## src/rtl/car_select_ctrl_if.sv

```systemverilog
// rtl/car_select_ctrl_if.sv - car settings package and switch/IR-side bus interface
//
// car_select_pkg: CarSettings record, the four stock car presets and the
//   default settings table used when a design does not supply its own.
// car_select_ctrl_if: bundles the switch inputs, IR generator handshake and
//   selection outputs of car_select_ctrl.
//   switches_i      raw board switches (asynchronous)
//   tx_idle_i       IR packet generator is between packets
//   lock_i          blocks committing a new selection
//   selected_car_o  settings of the committed car
//   selected_idx_o  committed car index
//   changed_o       one-cycle pulse per commit
//   pending_o       a debounced selection is waiting for commit
//   leds_o          LEDs above the switches
//   slave modport = selector side, master modport = board/IR side.

package car_select_pkg;

  typedef struct packed {
    logic [3:0] car_id;
    logic [7:0] carrier_khz;
    logic [3:0] power;
  } CarSettings;

  localparam CarSettings BLUE_PARAMS   = '{car_id: 4'd1, carrier_khz: 8'd38, power: 4'd8};
  localparam CarSettings YELLOW_PARAMS = '{car_id: 4'd2, carrier_khz: 8'd40, power: 4'd9};
  localparam CarSettings GREEN_PARAMS  = '{car_id: 4'd3, carrier_khz: 8'd36, power: 4'd10};
  localparam CarSettings RED_PARAMS    = '{car_id: 4'd4, carrier_khz: 8'd56, power: 4'd12};

  // Stock table, entry 0 in the least significant slot. Designs take the low
  // CAR_COUNT entries; entries past the four colours repeat BLUE_PARAMS.
  localparam int DEFAULT_TABLE_CARS = 64;
  localparam logic [DEFAULT_TABLE_CARS*$bits(CarSettings)-1:0] DEFAULT_CAR_TABLE =
    {{(DEFAULT_TABLE_CARS-4){BLUE_PARAMS}}, RED_PARAMS, GREEN_PARAMS, YELLOW_PARAMS, BLUE_PARAMS};

endpackage

interface car_select_ctrl_if #(
  parameter int SEL_W = 2
) ();
  import car_select_pkg::*;

  logic [SEL_W-1:0] switches_i;
  logic             tx_idle_i;
  logic             lock_i;
  CarSettings       selected_car_o;
  logic [SEL_W-1:0] selected_idx_o;
  logic             changed_o;
  logic             pending_o;
  logic [SEL_W-1:0] leds_o;

  modport slave (
    input  switches_i, tx_idle_i, lock_i,
    output selected_car_o, selected_idx_o, changed_o, pending_o, leds_o
  );

  modport master (
    output switches_i, tx_idle_i, lock_i,
    input  selected_car_o, selected_idx_o, changed_o, pending_o, leds_o
  );

endinterface

```

## src/rtl/car_select_ctrl.sv

```systemverilog
// rtl/car_select_ctrl.sv - registered, debounced car selector for the IR transmitter
//
// Synchronises and debounces the board switches, then commits a new car
// selection only while the IR packet generator is between packets and the
// selection is not locked, so a packet never carries mixed settings.
// Ports:
//   clk  system clock
//   rst  asynchronous active-high reset
//   bus  car_select_ctrl_if.slave (switches, tx_idle, lock in; selected
//        car/index, changed, pending, leds out)

module car_select_ctrl
  import car_select_pkg::*;
#(
  parameter int CAR_COUNT = 4,
  parameter CarSettings [CAR_COUNT-1:0] CAR_PARAMS =
    (CAR_COUNT*$bits(CarSettings))'(DEFAULT_CAR_TABLE),
  parameter int unsigned DEBOUNCE_CYCLES = 1_000_000,
  parameter int unsigned BLINK_CYCLES = 25_000_000
) (
  input logic clk,
  input logic rst,
  car_select_ctrl_if.slave bus
);

  localparam int SEL_W = $clog2(CAR_COUNT);
  localparam int CNT_W = (DEBOUNCE_CYCLES > 1) ? $clog2(DEBOUNCE_CYCLES) : 1;
  localparam int BLK_W = (BLINK_CYCLES > 1) ? $clog2(BLINK_CYCLES) : 1;
  localparam logic [CNT_W-1:0] DEB_LAST  = CNT_W'(DEBOUNCE_CYCLES - 1);
  localparam logic [BLK_W-1:0] BLK_LAST  = BLK_W'(BLINK_CYCLES - 1);
  localparam logic [SEL_W:0]   CAR_LIMIT = (SEL_W+1)'(CAR_COUNT);

  typedef enum logic {IDLE, WAIT} state_t;

  logic [SEL_W-1:0] sync1_q, sync2_q;
  logic [SEL_W-1:0] cand_q, cand_d;
  logic [CNT_W-1:0] cnt_q, cnt_d;
  logic [SEL_W-1:0] deb_q, deb_d;
  state_t           state_q, state_d;
  logic [SEL_W-1:0] sel_idx_q, sel_idx_d;
  CarSettings       sel_car_q, sel_car_d;
  logic             changed_q, changed_d;
  logic [BLK_W-1:0] blink_cnt_q, blink_cnt_d;
  logic             phase_q, phase_d;
  logic             deb_valid;

  // Debounce: deb follows the candidate on the same edge the stability
  // counter reaches its last value, giving a 2 + DEBOUNCE_CYCLES latency.
  always_comb begin
    cand_d = cand_q;
    cnt_d  = cnt_q;
    deb_d  = deb_q;
    if (sync2_q != cand_q) begin
      cand_d = sync2_q;
      cnt_d  = '0;
    end else if (cnt_q != DEB_LAST) begin
      cnt_d = cnt_q + 1'b1;
    end
    if (cnt_d == DEB_LAST) begin
      deb_d = cand_d;
    end
  end

  assign deb_valid = ({1'b0, deb_q} < CAR_LIMIT);

  always_comb begin
    state_d     = state_q;
    sel_idx_d   = sel_idx_q;
    sel_car_d   = sel_car_q;
    changed_d   = 1'b0;
    blink_cnt_d = blink_cnt_q;
    phase_d     = phase_q;
    case (state_q)
      IDLE: begin
        if (deb_valid && (deb_q != sel_idx_q)) begin
          state_d     = WAIT;
          blink_cnt_d = '0;
          phase_d     = 1'b1;
        end
      end
      WAIT: begin
        // Target vanished (back to committed car or out of range): drop it.
        if (!deb_valid || (deb_q == sel_idx_q)) begin
          state_d = IDLE;
        end else if (bus.tx_idle_i && !bus.lock_i) begin
          state_d   = IDLE;
          sel_idx_d = deb_q;
          sel_car_d = CAR_PARAMS[deb_q];
          changed_d = 1'b1;
        end
        if (blink_cnt_q == BLK_LAST) begin
          blink_cnt_d = '0;
          phase_d     = ~phase_q;
        end else begin
          blink_cnt_d = blink_cnt_q + 1'b1;
        end
      end
      default: state_d = IDLE;
    endcase
  end

  always_ff @(posedge clk or posedge rst) begin
    if (rst) begin
      sync1_q     <= '0;
      sync2_q     <= '0;
      cand_q      <= '0;
      cnt_q       <= '0;
      deb_q       <= '0;
      state_q     <= IDLE;
      sel_idx_q   <= '0;
      sel_car_q   <= CAR_PARAMS[0];
      changed_q   <= 1'b0;
      blink_cnt_q <= '0;
      phase_q     <= 1'b0;
    end else begin
      sync1_q     <= bus.switches_i;
      sync2_q     <= sync1_q;
      cand_q      <= cand_d;
      cnt_q       <= cnt_d;
      deb_q       <= deb_d;
      state_q     <= state_d;
      sel_idx_q   <= sel_idx_d;
      sel_car_q   <= sel_car_d;
      changed_q   <= changed_d;
      blink_cnt_q <= blink_cnt_d;
      phase_q     <= phase_d;
    end
  end

  assign bus.selected_idx_o = sel_idx_q;
  assign bus.selected_car_o = sel_car_q;
  assign bus.changed_o      = changed_q;
  assign bus.pending_o      = (state_q == WAIT);
  assign bus.leds_o         = (state_q == WAIT) ? (phase_q ? deb_q : '0) : sel_idx_q;

endmodule

```

## src/flat_wrapper.sv

```systemverilog
// flat-port wrapper written by rule: the top's interface ports become plain ports
module car_select_ctrl_flat import car_select_pkg::*;
#(
  parameter int CAR_COUNT = 4,
  parameter CarSettings [CAR_COUNT-1:0] CAR_PARAMS =
    (CAR_COUNT*$bits(CarSettings))'(DEFAULT_CAR_TABLE),
  parameter int unsigned DEBOUNCE_CYCLES = 1_000_000,
  parameter int unsigned BLINK_CYCLES = 25_000_000
)
  (clk, rst, bus_switches_i, bus_tx_idle_i, bus_lock_i, bus_selected_car_o, bus_selected_idx_o, bus_changed_o, bus_pending_o, bus_leds_o);
  car_select_ctrl_if bus_i ();
  input logic clk;
  input logic rst;
  input wire logic [$bits(bus_i.switches_i)-1:0] bus_switches_i;
  input wire logic [$bits(bus_i.tx_idle_i)-1:0] bus_tx_idle_i;
  input wire logic [$bits(bus_i.lock_i)-1:0] bus_lock_i;
  output wire logic [$bits(bus_i.selected_car_o)-1:0] bus_selected_car_o;
  output wire logic [$bits(bus_i.selected_idx_o)-1:0] bus_selected_idx_o;
  output wire logic [$bits(bus_i.changed_o)-1:0] bus_changed_o;
  output wire logic [$bits(bus_i.pending_o)-1:0] bus_pending_o;
  output wire logic [$bits(bus_i.leds_o)-1:0] bus_leds_o;
  assign bus_i.switches_i = bus_switches_i;
  assign bus_i.tx_idle_i = bus_tx_idle_i;
  assign bus_i.lock_i = bus_lock_i;
  assign bus_selected_car_o = bus_i.selected_car_o;
  assign bus_selected_idx_o = bus_i.selected_idx_o;
  assign bus_changed_o = bus_i.changed_o;
  assign bus_pending_o = bus_i.pending_o;
  assign bus_leds_o = bus_i.leds_o;
  car_select_ctrl #(.CAR_COUNT(CAR_COUNT), .CAR_PARAMS(CAR_PARAMS), .DEBOUNCE_CYCLES(DEBOUNCE_CYCLES), .BLINK_CYCLES(BLINK_CYCLES)) u_core (.clk(clk), .rst(rst), .bus(bus_i));
endmodule
```

## config.mk

```make
export PLATFORM = sky130hd
export DESIGN_NAME = car_select_ctrl_flat
export DESIGN_NICKNAME = d
export VERILOG_FILES = /design/src/rtl/car_select_ctrl_if.sv /design/src/rtl/car_select_ctrl.sv /design/src/flat_wrapper.sv
export SDC_FILE = /design/constraint.sdc
export NUM_CORES = 1
export LEC_CHECK = 0
export ABC_AREA = 1
export CAP_MARGIN = 40
export CORE_MARGIN = 2
export CORE_UTILIZATION = 64
export DETAILED_ROUTE_END_ITERATION = 6
export GPL_TIMING_DRIVEN = 0
export PLACE_DENSITY = 0.86
export SLEW_MARGIN = 0
export SYNTH_ARGS = -nofsm -noshare
export SYNTH_HDL_FRONTEND = slang
export SYNTH_SLANG_ARGS = --single-unit
```

## constraint.sdc

```tcl
create_clock -name clk -period 5.3 [get_ports clk]
set_input_delay 0.795 -clock clk [delete_from_list [all_inputs] [get_ports clk]]
set_output_delay 0.795 -clock clk [all_outputs]
set_load 0.02 [all_outputs]
```

==> impl_metrics.toml, run 1 <==
[critical_path]
critPathKind = "register to primary output"
cp_max_fo = 10
cp_slowest_cell = "clkdlybuf4s50_1"
worstPathCellList = "buf_2 -> nand2_1 -> o22ai_1 -> clkdlybuf4s50_1"
startpoint_type = "register"
critical_path_buf_inv_count = 2
cp_data_arrival_time_ns = 1.85
worst_path_largest_cell_delay_ns = 0.63
critical_path.top_delay_family = "buffers and inverters"
cp.required_ns = 4.51
cp-end-kind = "primary output"

[yosys]
ys_types = 34
avgSynthCellArea_um2 = 7.326
synthArstFlopShare_pct = 100.0
syn_inst = 546
yosysWarnings = 0
synth_flop_cell = "dfrtp_1"
synth_edf_count = 0
synth_common_cells = "nand2_1 (133), inv_1 (77), dfrtp_1 (62), nor2_1 (61), nand3_1 (43)"
synth_top_area_cell = "dfrtp_1"
netlist_top_cells_area = "dfrtp_1 (39%), nand2_1 (12%), inv_1 (7.2%), nor2_1 (5.7%), nand3_1 (5.4%)"
ys_ff_latch = 64
synthesis.area_um2 = 4000
post-synth-top-count-cell = "nand2_1"
synth_top_area_share_pct = 38.79
yosysSeqAreaShare_pct = 40.10

[final_layout]
diodes = 0
final.fill_count = 465
finalNetCount = 595
multi_input_area_um2 = 1979
regArea_um2 = 1604
stdcell_area_um2 = 4527
drive_above_1_share_pct = 11.90
instances_no_fill = 663
layout-area-overhead-vs-synth_pct = 13.17

[grt]
antenna_found_initial = 0
grt_pass1_wl_um = 15790
grt_max_degree = 40
grt_usage_pct = 28.44
gr-total-overflow = 0
grt_pass1_vias = 3384

[floorplanning]
die_h_um = 83.06
io_pins = 28
rows = 28
core_um2 = 5991
fp.dieW_um = 83.06
start_util_pct = 66.77
dieArea_um2 = 6898

[clock_network]
postCtsHoldBufs = 0
cts_max_level = 3
cts_tree = "yes"
worstSkewPairLatency_ns = 0.36
post-cts-setup-buffer-count = 0
clock_path_buffers = 2
cts_resized = 0
root_buffer = "clkbuf_8"
clock-sinks = 64
cts_buffers = 9
clkTransAtPathRegs_ns = 0.07

[placement]
routabilityCongestion = 0.9582
placed_cells = 647
port_buffers = 21
detailed_place_hpwl_um = 7078
placed_area_um2 = 4339

[run]
maxCapViolations = 0

[worst_hold_path]
hold_class = "register to register"

[power]
leakagePower_uw = 0.002074
netSwitchingPower_uw = 374.5
netSwitchingFraction_pct = 31.01
power.internal_uw = 833.2
seq_power_share_pct = 45.8
p_per_area_nw_per_um2 = 266.8
ir_drop_uv = 260.0
p_comb_share_pct = 20.3
total_power_uw = 1208
clkPwrFrac_pct = 33.8

[detailed_routing]
via_per_inst = 5.599
routed_wl_um = 9364
antenna_left = 0
vias = 3712
routedWlPerCell_um = 14.12
drt-initial-drc-count = 287
drt_pass1_iterations = 5
route.detailed.drc = 0

[timing]
fin_tns_setup_ns = 0
skew_ns = 0.01284
relSlewSlack_pct = 62.27
worst_slew_pin_slew_ns = 0.5651
period_needed_ns = 2.644
max_freq_mhz = 378.3
rsz0062_at_grt = "no"
finalMaxSlewViolations = 0
hold_viol = 0
setup_violations = 0
timing.final.crit_share_pct = 49.88
hold-worst-slack_ns = 0.3542

[run_status]
status = "completed"
placed cells by master (no fill, tap or decap), types with 6 or more instances in the layout:
cell | synthesis | routed
xor2_1 | 14 | 14
inv_2 | 5 | 6
dfrtp_1 | 62 | 62
buf_4 | 11 | 11
clkdlybuf4s50_1 | 0 | 21
nor3_1 | 13 | 13
a21oi_1 | 9 | 9
ha_1 | 6 | 6
inv_1 | 77 | 76
nor2_1 | 61 | 61
xnor2_1 | 6 | 6
clkbuf_8 | 0 | 9
nand4_1 | 20 | 20
nand3_1 | 43 | 43
nand2_1 | 133 | 133
nor2_2 | 11 | 11
o22ai_1 | 12 | 12
o21ai_0 | 19 | 19
conb_1 | 2 | 6
final cells by class:
cell class	count	area share, %
inverters	82	6.799
multi-input cells	385	43.73
clock buffers	10	2.819
plain buffers	19	2.736
clock inverters	6	1.327
flip-flops and latches	64	35.43
repair buffers	22	5.086
well taps	75	2.073
through the flow:
stage | setup WS, ns | util, %
after floorplan | 2.910 | -
after global placement | 1.798 | 72.10
after detailed placement | 2.980 | 72.43
after CTS | 2.654 | 75.56
after global routing | 2.561 | 75.56
final | 2.656 | 75.56
flip-flops by register name (all words and copies together), names as in the netlist:
| name | count |
|---|---|
| u_core.bus.selected_car_o | 6 |
| u_core.cand_q | 2 |
| u_core.sync2_q | 2 |
| u_core.phase_q | 1 |
| u_core.bus.pending_o | 1 |
| u_core.deb_q | 2 |
| u_core.bus.changed_o | 1 |
| u_core.sync1_q | 2 |
| u_core.blink_cnt_q | 25 |
| u_core.bus.selected_idx_o | 2 |
| u_core.cnt_q | 20 |
routing by layer:
metal / vias to the layer above / share of wire, % / global-route usage, %
li1: 1809 / - / -
met1: 1703 / 45 / 42.23
met2: 184 / 44 / 41.50
met3: 16 / 9.5 / 5.964
met4: 0 / 1.5 / 9.836
met5: - / 0 / 0
cells by family (layout without fill, tap and decap cells):
kind of cell	Yosys count	count (layout)	synth area share, %
AO/OA/AOI/OAI	47	47	6.475
XOR/XNOR	20	20	4.379
adder cells (fa/ha/maj)	6	6	1.877
buffers and inverters	101	139	10.79
flip-flops	64	64	40.10
other	2	6	0.1877
AND/OR/NAND/NOR	306	306	36.19
worst paths after layout:
check	cells after the start	slack (ns)	endpoint	start
worst min-delay path	0	0.35	u_core.sync2_q[1]	u_core.sync1_q[1]
min in group asynchronous	2	0.81	u_core.cnt_q[6]	rst
max in group asynchronous	3	3.88	u_core.cnt_q[8]	rst
worst max register to register	12	3.19	u_core.deb_q[1]	u_core.cnt_q[0]
worst min register to register	0	0.35	u_core.sync2_q[1]	u_core.sync1_q[1]
worst max-delay path	4	2.66	bus_leds_o[1]	u_core.bus.pending_o
power by group through the flow:
stage	Combinational (µW)	Sequential, µW	Clock [µW]
floorplan	143	573	0
global placement	235	561	0
detailed placement	245	562	0
CTS	247	554	409
global route	271	557	433
finish	246	553	409
Note: power is estimated with default switching activity, not from simulation.
==> run 2, diff against run 1 <==
--- a/config.mk
+++ b/config.mk
@@ -8,10 +8,10 @@
 export ABC_AREA = 1
 export CAP_MARGIN = 40
 export CORE_MARGIN = 2
-export CORE_UTILIZATION = 64
+export CORE_UTILIZATION = 59
 export DETAILED_ROUTE_END_ITERATION = 6
 export GPL_TIMING_DRIVEN = 0
-export PLACE_DENSITY = 0.86
+export PLACE_DENSITY = 0.8
 export SLEW_MARGIN = 0
 export SYNTH_ARGS = -nofsm -noshare
 export SYNTH_HDL_FRONTEND = slang
==> constraint.sdc (replaced) <==
create_clock -name clk -period 2.6 [get_ports clk]
set_input_delay 0.39 -clock clk [delete_from_list [all_inputs] [get_ports clk]]
set_output_delay 0.39 -clock clk [all_outputs]
set_load 0.02 [all_outputs]
==> impl_metrics.toml, run 2 (same netlist as run 1, synthesis figures left out) <==
[run_status]
status = "completed"

[grt]
antenna_found_initial = 0
grt_pass1_vias = 3530
grt_pass1_wl_um = 16230
gr-total-overflow = 0
grt_usage_pct = 27.49
grt_max_degree = 40

[detailed_routing]
route.detailed.drc = 0
antenna_left = 0
vias = 3696
routed_wl_um = 9556
routedWlPerCell_um = 14.31
via_per_inst = 5.533
drt-initial-drc-count = 325
drt_pass1_iterations = 5

[floorplanning]
dieArea_um2 = 7455
rows = 30
core_um2 = 6681
fp.dieW_um = 86.34
io_pins = 28
start_util_pct = 59.87
die_h_um = 86.34

[power]
p_comb_share_pct = 18.3
leakagePower_uw = 0.002105
p_per_area_nw_per_um2 = 589.0
netSwitchingFraction_pct = 28.81
netSwitchingPower_uw = 780.3
total_power_uw = 2708
seq_power_share_pct = 41.7
power.internal_uw = 1928
clkPwrFrac_pct = 40.0
ir_drop_uv = 495.2

[timing]
finalMaxSlewViolations = 0
worst_slew_pin_slew_ns = 0.5712
skew_ns = 0.01313
rsz0062_at_grt = "no"
setup_violations = 0
relSlewSlack_pct = 61.87
fin_tns_setup_ns = 0
max_freq_mhz = 443.3
period_needed_ns = 2.256
hold_viol = 0
timing.final.crit_share_pct = 86.76

[placement]
routabilityCongestion = 0.9175
port_buffers = 21
detailed_place_hpwl_um = 7236

[critical_path]
cp_data_arrival_time_ns = 1.87
cp.required_ns = 2.21
critical_path.top_delay_family = "buffers and inverters"
cp-end-kind = "primary output"
startpoint_type = "register"
worst_path_largest_cell_delay_ns = 0.64
cp_max_fo = 10
worstPathCellList = "buf_2 -> nand2_1 -> o22ai_1 -> clkdlybuf4s50_1"
cp_slowest_cell = "clkdlybuf4s50_1"
critical_path_buf_inv_count = 2
critPathKind = "register to primary output"

[final_layout]
diodes = 0
layout-area-overhead-vs-synth_pct = 14.95
regMostFlops = "u_core.blink_cnt_q"
finalNetCount = 595
drive_above_1_share_pct = 12.07
largest_register_ff_count = 25
final_common_cell = "nand2_1"
final_cell_mix = "nand2_1 (133), inv_1 (76), dfrtp_1 (62)"

[clock_network]
clkTransAtPathRegs_ns = 0.08
clock-sinks = 64
root_buffer = "clkbuf_8"
clock_path_buffers = 2
postCtsHoldBufs = 0
worstSkewPairLatency_ns = 0.35
cts_max_level = 3
post-cts-setup-buffer-count = 0
cts_buffers = 9
cts_resized = 0
cts_tree = "yes"

[run]
maxCapViolations = 0

[worst_hold_path]
hold_class = "register to register"
[run 2: cell count changes in the layout (fill, tap and decap cells not counted), sizes merged]
cell / previous run / this run
clkinvlp: 2 / 1
bufinv: 1 / 3
clkinv: 3 / 1
inv: 82 / 83
[run 2: worst paths after layout]
check / cells after the start / endpoint / start / slack [ns]
min in group asynchronous: 2 / u_core.bus.selected_car_o[13] / rst / 0.41
worst min-delay path: 0 / u_core.sync2_q[0] / u_core.sync1_q[0] / 0.36
worst min register to register: 0 / u_core.sync2_q[0] / u_core.sync1_q[0] / 0.36
worst max-delay path: 4 / bus_leds_o[1] / u_core.bus.pending_o / 0.34
max in group asynchronous: 3 / u_core.cnt_q[9] / rst / 1.57
worst max register to register: 11 / u_core.deb_q[1] / u_core.cnt_q[0] / 0.54
[run 2: metal layers]
layer	global-route usage, %	routed length [µm]	share of wire (%)	up-vias
li1	-	-	-	1811
met1	39.05	4386	46	1727
met2	43.71	4446	47	147
met3	4.476	612	6.4	11
met4	7.955	111	1.2	0
met5	0	0	0	-
[run 2: final cells by class]
type	count	area [µm²]
Timing Repair Buffer	22	230.2
Clock buffer	10	137.6
Sequential cell	64	1604
Clock inverter	6	115.1
Buffer	19	123.9
Fill cell	554	2083
Multi-Input combinational cell	385	1979
Tap cell	80	100.1
Inverter	82	307.8
[run 2: metrics by stage]
step	setup slack, ns	utilization, %	cell area, µm²	hold WS (ns)	cells
after global routing	0.2384	68.82	4598	0.3788	668
final	0.3442	68.82	4598	0.3555	668
after floorplan	0.6152	-	4015	0.3312	550
after global placement	-0.4862	64.74	4325	0.3328	651
after detailed placement	0.6072	65.04	4345	0.3420	652
after CTS	0.3399	68.82	4598	0.3575	668
[run 2: power by group through the flow]
| stage | logic (µW) | registers [µW] | clock network [µW] |
|---|---|---|---|
| after floorplan | 292 | 1170 | 0 |
| after global placement | 478 | 1140 | 0 |
| after detailed placement | 495 | 1150 | 0 |
| after CTS | 495 | 1130 | 1090 |
| after global routing | 545 | 1140 | 1130 |
| final | 496 | 1130 | 1080 |
